## config.mk

```make
export PLATFORM = sky130hd
export DESIGN_NAME = pipe_hazard_unit
export DESIGN_NICKNAME = d
export VERILOG_FILES = /design/src/rtl/pipe_hazard_pkg.sv /design/src/rtl/pipe_hazard_unit_muldiv_stall_ctr.sv /design/src/rtl/pipe_hazard_unit.sv
export SDC_FILE = /design/constraint.sdc
export NUM_CORES = 1
export LEC_CHECK = 0
export ABC_AREA = 0
export CORE_ASPECT_RATIO = 0.8
export CORE_MARGIN = 3
export CORE_UTILIZATION = 25
export CTS_BUF_LIST = sky130_fd_sc_hd__clkbuf_2 sky130_fd_sc_hd__clkbuf_4 sky130_fd_sc_hd__clkbuf_8
export DETAILED_ROUTE_END_ITERATION = 16
export PLACE_DENSITY_LB_ADDON = 0.2
export REMOVE_ABC_BUFFERS = 1
export SYNTH_ARGS = -nofsm -noshare
export SYNTH_HDL_FRONTEND = slang
export SYNTH_SLANG_ARGS = --single-unit
```

## constraint.sdc

```tcl
create_clock -name clk -period 1.9 [get_ports clk]
set_clock_uncertainty 0.1 [all_clocks]
set_input_delay 0.38 -clock clk [delete_from_list [all_inputs] [get_ports clk]]
set_output_delay 0.38 -clock clk [all_outputs]
set_load 0.01 [all_outputs]
```

## src/rtl/pipe_hazard_pkg.sv

```systemverilog
// Shared encodings for the SimpleRisc hazard unit: EX operand forwarding selects,
// multi-cycle FSM states and the link register index written by call.
package pipe_hazard_pkg;

  localparam logic [1:0] FWD_RF = 2'b00;
  localparam logic [1:0] FWD_MA = 2'b01;
  localparam logic [1:0] FWD_RW = 2'b10;

  typedef enum logic {
    ST_IDLE = 1'b0,
    ST_BUSY = 1'b1
  } hz_state_t;

  localparam int unsigned REG_RA = 15;

endpackage

```

## src/rtl/pipe_hazard_unit_muldiv_stall_ctr.sv

```systemverilog
// Multi-cycle EX occupancy tracker: IDLE/BUSY FSM plus down-counter, o_busy is registered state.
// BUSY spans MULDIV_LAT-1 cycles after the op is first seen in EX; no handshake, busy is a pure status.
module muldiv_stall_ctr
  import pipe_hazard_pkg::*;
#(
  parameter int MULDIV_LAT = 4
) (
  input  logic clk,
  input  logic reset_n,
  input  logic i_start,
  output logic o_busy
);

  localparam int CW    = (MULDIV_LAT > 2) ? $clog2(MULDIV_LAT - 1) : 1;
  localparam int LOADV = (MULDIV_LAT > 1) ? (MULDIV_LAT - 2) : 0;
  localparam bit MULTI = (MULDIV_LAT > 1);

  hz_state_t     r_state;
  hz_state_t     w_state_nxt;
  logic [CW-1:0] r_cnt;
  logic [CW-1:0] w_cnt_nxt;
  logic          r_drain;
  logic          w_drain_nxt;

  always_ff @(posedge clk or negedge reset_n) begin
    if (!reset_n) begin
      r_state <= ST_IDLE;
      r_cnt   <= '0;
      r_drain <= 1'b0;
    end else begin
      r_state <= w_state_nxt;
      r_cnt   <= w_cnt_nxt;
      r_drain <= w_drain_nxt;
    end
  end

  // The finished op is still in EX for one cycle after BUSY; r_drain keeps it from re-arming.
  always_comb begin
    w_state_nxt = r_state;
    w_cnt_nxt   = r_cnt;
    w_drain_nxt = 1'b0;
    case (r_state)
      ST_IDLE: begin
        if (i_start && MULTI && !r_drain) begin
          w_state_nxt = ST_BUSY;
          w_cnt_nxt   = CW'(LOADV);
        end
      end
      ST_BUSY: begin
        if (r_cnt == '0) begin
          w_state_nxt = ST_IDLE;
          w_drain_nxt = 1'b1;
        end else begin
          w_cnt_nxt = r_cnt - CW'(1);
        end
      end
      default: w_state_nxt = ST_IDLE;
    endcase
  end

  assign o_busy = (r_state == ST_BUSY);

endmodule

```

## src/rtl/pipe_hazard_unit.sv

```systemverilog
// Interlock/forwarding controller for the IF-OF-EX-MA-RW pipeline: stall/flush/bubble are combinational,
// forwarding selects register on OF->EX entry (1 cycle). HAZARD_PERF_CNT_EN adds stall/flush perf counters.
module pipe_hazard_unit
  import pipe_hazard_pkg::*;
#(
  parameter int REG_AW     = 4,
  parameter int MULDIV_LAT = 4,
  parameter int CNT_W      = 32
) (
  input  logic              clk,
  input  logic              reset_n,
  input  logic              of_valid,
  input  logic [REG_AW-1:0] of_rs1,
  input  logic [REG_AW-1:0] of_rs2,
  input  logic              of_use_rs1,
  input  logic              of_use_rs2,
  input  logic              ex_valid,
  input  logic [REG_AW-1:0] ex_rd,
  input  logic              ex_wb,
  input  logic              ex_is_ld,
  input  logic              ex_is_muldiv,
  input  logic [REG_AW-1:0] ma_rd,
  input  logic              ma_wb,
  input  logic [REG_AW-1:0] rw_rd,
  input  logic              rw_wb,
  input  logic              br_taken,
  output logic              stall_if,
  output logic              stall_of,
  output logic              stall_ex,
  output logic              bubble_ex,
  output logic              bubble_ma,
  output logic              flush_of,
  output logic [1:0]        fwd_a_sel,
  output logic [1:0]        fwd_b_sel,
  output logic [CNT_W-1:0]  stall_cnt,
  output logic [CNT_W-1:0]  flush_cnt
);

  logic       w_busy;
  logic       w_load_use;
  logic       w_stall_fe;
  logic       w_stall_ex;
  logic       w_bubble_ex;
  logic       w_bubble_ma;
  logic       w_flush_of;
  logic [1:0] w_fwd_a;
  logic [1:0] w_fwd_b;
  logic [1:0] r_fwd_a;
  logic [1:0] r_fwd_b;
  logic       w_unused_rw;

  muldiv_stall_ctr #(
    .MULDIV_LAT(MULDIV_LAT)
  ) u_muldiv (
    .clk    (clk),
    .reset_n(reset_n),
    .i_start(ex_valid & ex_is_muldiv),
    .o_busy (w_busy)
  );

  assign w_load_use = of_valid & ex_valid & ex_wb & ex_is_ld &
                      ((of_use_rs1 & (of_rs1 == ex_rd)) | (of_use_rs2 & (of_rs2 == ex_rd)));

  // BUSY > taken branch > load-use; the branch squashes the dependent op, so it never stalls.
  always_comb begin
    w_stall_fe  = 1'b0;
    w_stall_ex  = 1'b0;
    w_bubble_ex = 1'b0;
    w_bubble_ma = 1'b0;
    w_flush_of  = 1'b0;
    if (!reset_n) begin
      w_stall_fe = 1'b0;
    end else if (w_busy) begin
      w_stall_fe  = 1'b1;
      w_stall_ex  = 1'b1;
      w_bubble_ma = 1'b1;
    end else if (br_taken) begin
      w_flush_of  = 1'b1;
      w_bubble_ex = 1'b1;
    end else if (w_load_use) begin
      w_stall_fe  = 1'b1;
      w_bubble_ex = 1'b1;
    end
  end

  function automatic logic [1:0] fwd_pick(
    input logic [REG_AW-1:0] src,
    input logic [REG_AW-1:0] e_rd,
    input logic              e_wb,
    input logic [REG_AW-1:0] m_rd,
    input logic              m_wb
  );
    if (e_wb && (src == e_rd))      return FWD_MA;
    else if (m_wb && (src == m_rd)) return FWD_RW;
    else                            return FWD_RF;
  endfunction

  assign w_fwd_a = fwd_pick(of_rs1, ex_rd, ex_wb, ma_rd, ma_wb);
  assign w_fwd_b = fwd_pick(of_rs2, ex_rd, ex_wb, ma_rd, ma_wb);

  always_ff @(posedge clk or negedge reset_n) begin
    if (!reset_n) begin
      r_fwd_a <= FWD_RF;
      r_fwd_b <= FWD_RF;
    end else if (!w_stall_ex) begin
      r_fwd_a <= w_bubble_ex ? FWD_RF : w_fwd_a;
      r_fwd_b <= w_bubble_ex ? FWD_RF : w_fwd_b;
    end
  end

`ifdef HAZARD_PERF_CNT_EN
  logic [CNT_W-1:0] r_stall_cnt;
  logic [CNT_W-1:0] r_flush_cnt;

  always_ff @(posedge clk or negedge reset_n) begin
    if (!reset_n) begin
      r_stall_cnt <= '0;
      r_flush_cnt <= '0;
    end else begin
      if (w_stall_fe) r_stall_cnt <= r_stall_cnt + CNT_W'(1);
      if (w_flush_of) r_flush_cnt <= r_flush_cnt + CNT_W'(1);
    end
  end

  assign stall_cnt = r_stall_cnt;
  assign flush_cnt = r_flush_cnt;
`else
  assign stall_cnt = '0;
  assign flush_cnt = '0;
`endif

  // RW writes land in the regfile before OF reads it, so RW needs no forwarding path.
  assign w_unused_rw = ^{rw_rd, rw_wb};

  assign stall_if  = w_stall_fe;
  assign stall_of  = w_stall_fe;
  assign stall_ex  = w_stall_ex;
  assign bubble_ex = w_bubble_ex;
  assign bubble_ma = w_bubble_ma;
  assign flush_of  = w_flush_of;
  assign fwd_a_sel = r_fwd_a;
  assign fwd_b_sel = r_fwd_b;

endmodule

```

# ---- Yosys cells after proc, flatten, opt, wreduce, memory -nomap -nowiden
# Index checks and enable logic that the tools add are counted.
dict set report classes {
  add_sub_neg 1
  n_eq_ne 6
  muxes 26
  bitwise_logic 9
  n_reduce_logical 8
}
# cell count
set op_table {}
lappend op_table {{$eq A4 B4 Y1} 4}
lappend op_table {{$mux W1} 16}
lappend op_table {{$mux W2} 8}
lappend op_table {{$and A1 B1 Y1} 7}
lappend op_table {{$logic_and A1 B1 Y1} 5}
lappend op_table {{$pmux W2 S2} 1}
lappend op_table {{$logic_not A2 Y1} 1}
lappend op_table {{$ne A2 B1 Y1 const B} 1}
lappend op_table {{$ne A2 B2 Y1 const B} 1}
lappend op_table {{$pmux W1 S2} 1}
lappend op_table {{$reduce_and A2 Y1} 1}
lappend op_table {{$sub A2 B1 Y2 const B} 1}
lappend op_table {{$logic_not A1 Y1} 1}
lappend op_table {{$not A1 Y1} 1}
lappend op_table {{$or A1 B1 Y1} 1}
dict set report totals {
  reg_bits 8
  input_bits 32
  output_inout_bits 74
  wordCells 55
}

# ---- Logic depth before layout (Yosys ltp)
dict set report depth {
  depth_word 9
  mapped_depth 6
}

# ---- Modules after synthesis
# From an unflattened synthesis, not the netlist that was laid out.
dict set report unflattened {
  cells_unflattened 130
  area_unflattened_um2 1096.1
}
# module n_inst cells_each area_each_um2
set by_module_without_submodules {}
lappend by_module_without_submodules {pipe_hazard_unit 1 113 908.4}
lappend by_module_without_submodules {muldiv_stall_ctr 1 17 187.7}

# ---- Worst setup path before layout
# No wires, ideal clock.
dict set report synth_path {
  kind {input -> output}
  from {input of_rs1[1]}
  to {output stall_of}
  t_arrival_ps 1412
  slack_ps 8
  stages 6
  path_cell_list {xor2_1 nor4_2 a32oi_1 nor2_1 o21a_1 buf_4}
}
dict set report synth_between {
  elab_chain_len 8
}
# element line
set synth_rtl {}
lappend synth_rtl {{start: declaration} pipe_hazard_unit.sv:13} ;# input logic [REG_AW-1:0] of_rs1,
lappend synth_rtl {{$eq A4 B4 Y1} pipe_hazard_unit.sv:62} ;# ((of_use_rs1 & (of_rs1 == ex_rd)) | (of_use_rs2 & (of_rs2 == ex_rd)));
lappend synth_rtl {{$and A1 B1 Y1} pipe_hazard_unit.sv:62}
lappend synth_rtl {{$or A1 B1 Y1} pipe_hazard_unit.sv:62}
lappend synth_rtl {{$and A1 B1 Y1} pipe_hazard_unit.sv:61} ;# assign w_load_use = of_valid & ex_valid & ex_wb & ex_is_ld &
lappend synth_rtl {{$mux W1} pipe_hazard_unit.sv:80} ;# end else if (w_load_use) begin
lappend synth_rtl {{$mux W1} pipe_hazard_unit.sv:77} ;# end else if (br_taken) begin
lappend synth_rtl {{$mux W1} pipe_hazard_unit.sv:73} ;# end else if (w_busy) begin
lappend synth_rtl {{$mux W1} pipe_hazard_unit.sv:71} ;# if (!reset_n) begin
lappend synth_rtl {{end: declaration} pipe_hazard_unit.sv:28} ;# output logic stall_of,
# Every way passes these cells.

# ---- Final worst setup path
dict set report layout_path {
  from {input ex_is_ld}
  to {output stall_if}
}
dict set report layout_between {
  elab_chain_len 6
}
# element line
set layout_rtl {}
lappend layout_rtl {{start: declaration} pipe_hazard_unit.sv:20} ;# input logic ex_is_ld,
lappend layout_rtl {{$and A1 B1 Y1 (2 in series)} pipe_hazard_unit.sv:61}
lappend layout_rtl {{$mux W1} pipe_hazard_unit.sv:80}
lappend layout_rtl {{$mux W1} pipe_hazard_unit.sv:77}
lappend layout_rtl {{$mux W1} pipe_hazard_unit.sv:73}
lappend layout_rtl {{$mux W1} pipe_hazard_unit.sv:71}
lappend layout_rtl {{end: declaration} pipe_hazard_unit.sv:27} ;# output logic stall_if,
# Every way passes these cells.

==> qor.csv <==
metric,value,unit
die height,64.6,um
IO Count,106,
core area,3950,um^2
cell area after synthesis,1070,um^2
leakage power,0.741,nW
fillers,412,
Reg-to-Reg End,u_muldiv.r_cnt[1],
Routed WL,2300,um
Max stage delay on crit path,0.23,ns
pin count of the biggest net entering global routing,7,
Inserted Diodes,0,
Post-synth EDFFs,0,
remaining global-route overflow,0,
GRT Total Usage,0.0805,
Crit Path Class,primary input to output pin,
FF+latch area,200,um^2
H-tree Lvls,1,
Worst Setup EP,stall_if,
Synth top area share,0.462,
CP max-delay cell,dlygate4sd2_1,
maximum clock rate,474,MHz
Multi-input gate area,629,um^2
Avg WL per Cell,9.75,um
Yosys warning total,0,
Worst-path clk slew,0.04,ns
area grow syn2layout,32.8,%
Worst R2R Setup Slack,0.66,ns
CTS tree,done,
ys flop type,dfrtp_1,
number of DRC markers in iteration 0,12,
VDD IR max,296,uV
fin nets,216,
DRC viols,0,
largest fanout on the critical path,2,
Post-Place Worst Slack,-0.969,ns
P per Cell Area,607,nW/um^2
failing checks,negative setup slack,
root buffer cell,clkbuf_8,
fin crit share,1.11,
cells on worst reg2reg path,5,
syn_area_per_cell,8.44,um^2
routed vias,778,
vias in the first global route,722,
Min-Delay Path Class,primary input to asynchronous set/reset pin,
Unique masters post-synth,24,
Max Slew Vio Count,0,
commonest cells in the synthesized netlist,"buf_4, xor2_1, dfrtp_1",
Levels on crit path,8,
Worst setup SP type,primary input,
clk sinks,8,
vias per cell,3.30,
register area share after synthesis,0.187,
register bit total from synthesis,8,
CP Data Required Time,1.42,ns
min Tclk post-route,2.11,ns
Inst Count DP,228,
Initial Utilization,0.271,
TritonCTS Buffers,3,
endpoint class of the critical path,output pin,
layout cells sized above 1,0.249,
Final Hold Vio Count,0,
ranking of synthesized cells by area,"buf_4, dfrtp_1, xor2_1",
Mapped Cells,127,
final worst slack,-0.208,ns
most frequent cell after synthesis,buf_4,
Crit. Startpoint,ex_is_ld,
global-route wire length before repair,3310,um
outcome,"finished, violations left",
ANT nets after route,0,
endpoints failing setup,3,
Top delay family on crit path,buffers and inverters,
Die X,79.2,um
crit path cell chain,"dlygate4sd2_1, and4_1, and2_0, a32oi_1, buf_4, nor2_2, o21a_1, buf_2",
total power,865,uW
WP buf/inv,3,
dominant cell type by area after synthesis,buf_4,
crit path DAT,1.63,ns
Placer Congestion,0.766,
# port buffers,36,
initial antenna violation count,0,
clock buffer depth,2,
worst r2r src,u_muldiv.r_cnt[0],
die area,5120,um^2
Max-cap violations,0,
First-pass DRT Iterations,3,
RSZ-0062 raised after global routing,true,
Core Rows,20,
Worst-Skew Late Latency,0.22,ns
async set-reset flop share out of synthesis,1.00,
DPL Wire Length,2120,um
final std cells w/o fill,236,
[stage by stage]
step | utilization | TNS [ns] | hold WS [ns] | area, um^2
floorplan | - | 0 | -0.0156 | 810
global placement | 0.340 | -5.13 | 0.371 | 1340
detailed placement | 0.340 | -5.45 | 0.378 | 1340
CTS | 0.357 | -0.628 | 0.130 | 1410
global route | 0.360 | -0.737 | 0.149 | 1420
finish | 0.360 | -0.506 | 0.134 | 1420
[cells by family after synthesis]
family	after synthesis	synth area share
XOR/XNOR	16	0.131
other	1	0.00350
flip-flops	8	0.187
adder cells (fa/ha/maj)	1	0.0117
AND/OR/NAND/NOR	20	0.112
AO/OA/AOI/OAI	10	0.0758
buffers and inverters	71	0.480
[sequential cells by signal, indices dropped and copies added, names as in the netlist]
name	flops
fwd_a_sel	2
u_muldiv.o_busy	1
u_muldiv.r_drain	1
fwd_b_sel	2
u_muldiv.r_cnt	2
[worst register-to-register path: cells and delay by family (launching register included)]
kind	cells	cell delay, ns
flops	1	0.38
simple gates	2	0.27
compound gates	1	0.18
fa+ha+maj	1	0.14
buf+inv	1	0.06
[cells in the final DEF, fill, tap and decap left out, drive strengths merged]
| cell | instances |
|---|---|
| and4 | 1 |
| ha | 1 |
| o21ai | 1 |
| o22a | 1 |
| clkbuf | 4 |
| a21boi | 1 |
| nand3 | 3 |
| conb | 64 |
| buf | 31 |
| a32oi | 1 |
| o21a | 1 |
| dlygate4sd3 | 1 |
| dlygate4sd2 | 3 |
| nor4 | 4 |
| clkdlybuf4s15 | 4 |
| nand2b | 2 |
| nand2 | 3 |
| and2 | 3 |
| inv | 4 |
| clkdlybuf4s50 | 15 |
| nor2 | 3 |
| o2bb2ai | 4 |
| a21oi | 1 |
| xor2 | 16 |
| dfrtp | 8 |
| nand4bb | 1 |
[cell type report]
class / count / area share
clock buffer: 3 / 0.0290
inverter: 4 / 0.0105
multi-input combinational: 111 / 0.442
sequential: 8 / 0.141
tap: 55 / 0.0483
timing repair buffer: 55 / 0.330
[where the power goes]
group	switching (mW)	internal, mW	total [mW]
Clock	0.0602	0.137	0.197
Sequential	0.0266	0.213	0.240
Combinational	0.225	0.202	0.428
[metal layers]
metal,vias up,track usage,part of all wire
met3,0,0.0264,0.098
met2,50,0.136,0.49
met4,0,0.00644,0
li1,383,-,-
met5,-,0,0
met1,345,0.104,0.41
[worst min-delay path by stage]
stage	start	endpoint	slack, ns	depth (start not counted)
4_1_cts	reset_n	u_muldiv.r_drain	0.13	2
3_5_place_dp	fwd_a_sel[0]	fwd_a_sel[0]	0.38	1
3_3_place_gp	u_muldiv.r_cnt[1]	u_muldiv.r_cnt[1]	0.37	1
6_report	reset_n	u_muldiv.r_drain	0.13	2
5_1_grt	reset_n	u_muldiv.r_drain	0.15	2
2_1_floorplan	reset_n	fwd_a_sel[0]	-0.02	0
[timing repair]
item                                    4_1_cts  5_1_grt
hold buffers                                  1        0
pin swaps                                    16        9
endpoints found under the hold margin         1        0
buffers inserted                              4        0
endpoints found under the setup margin       10        5
gates resized for setup                      71       12
cloned                                        0        0
Power figures use the tool's default switching activity.
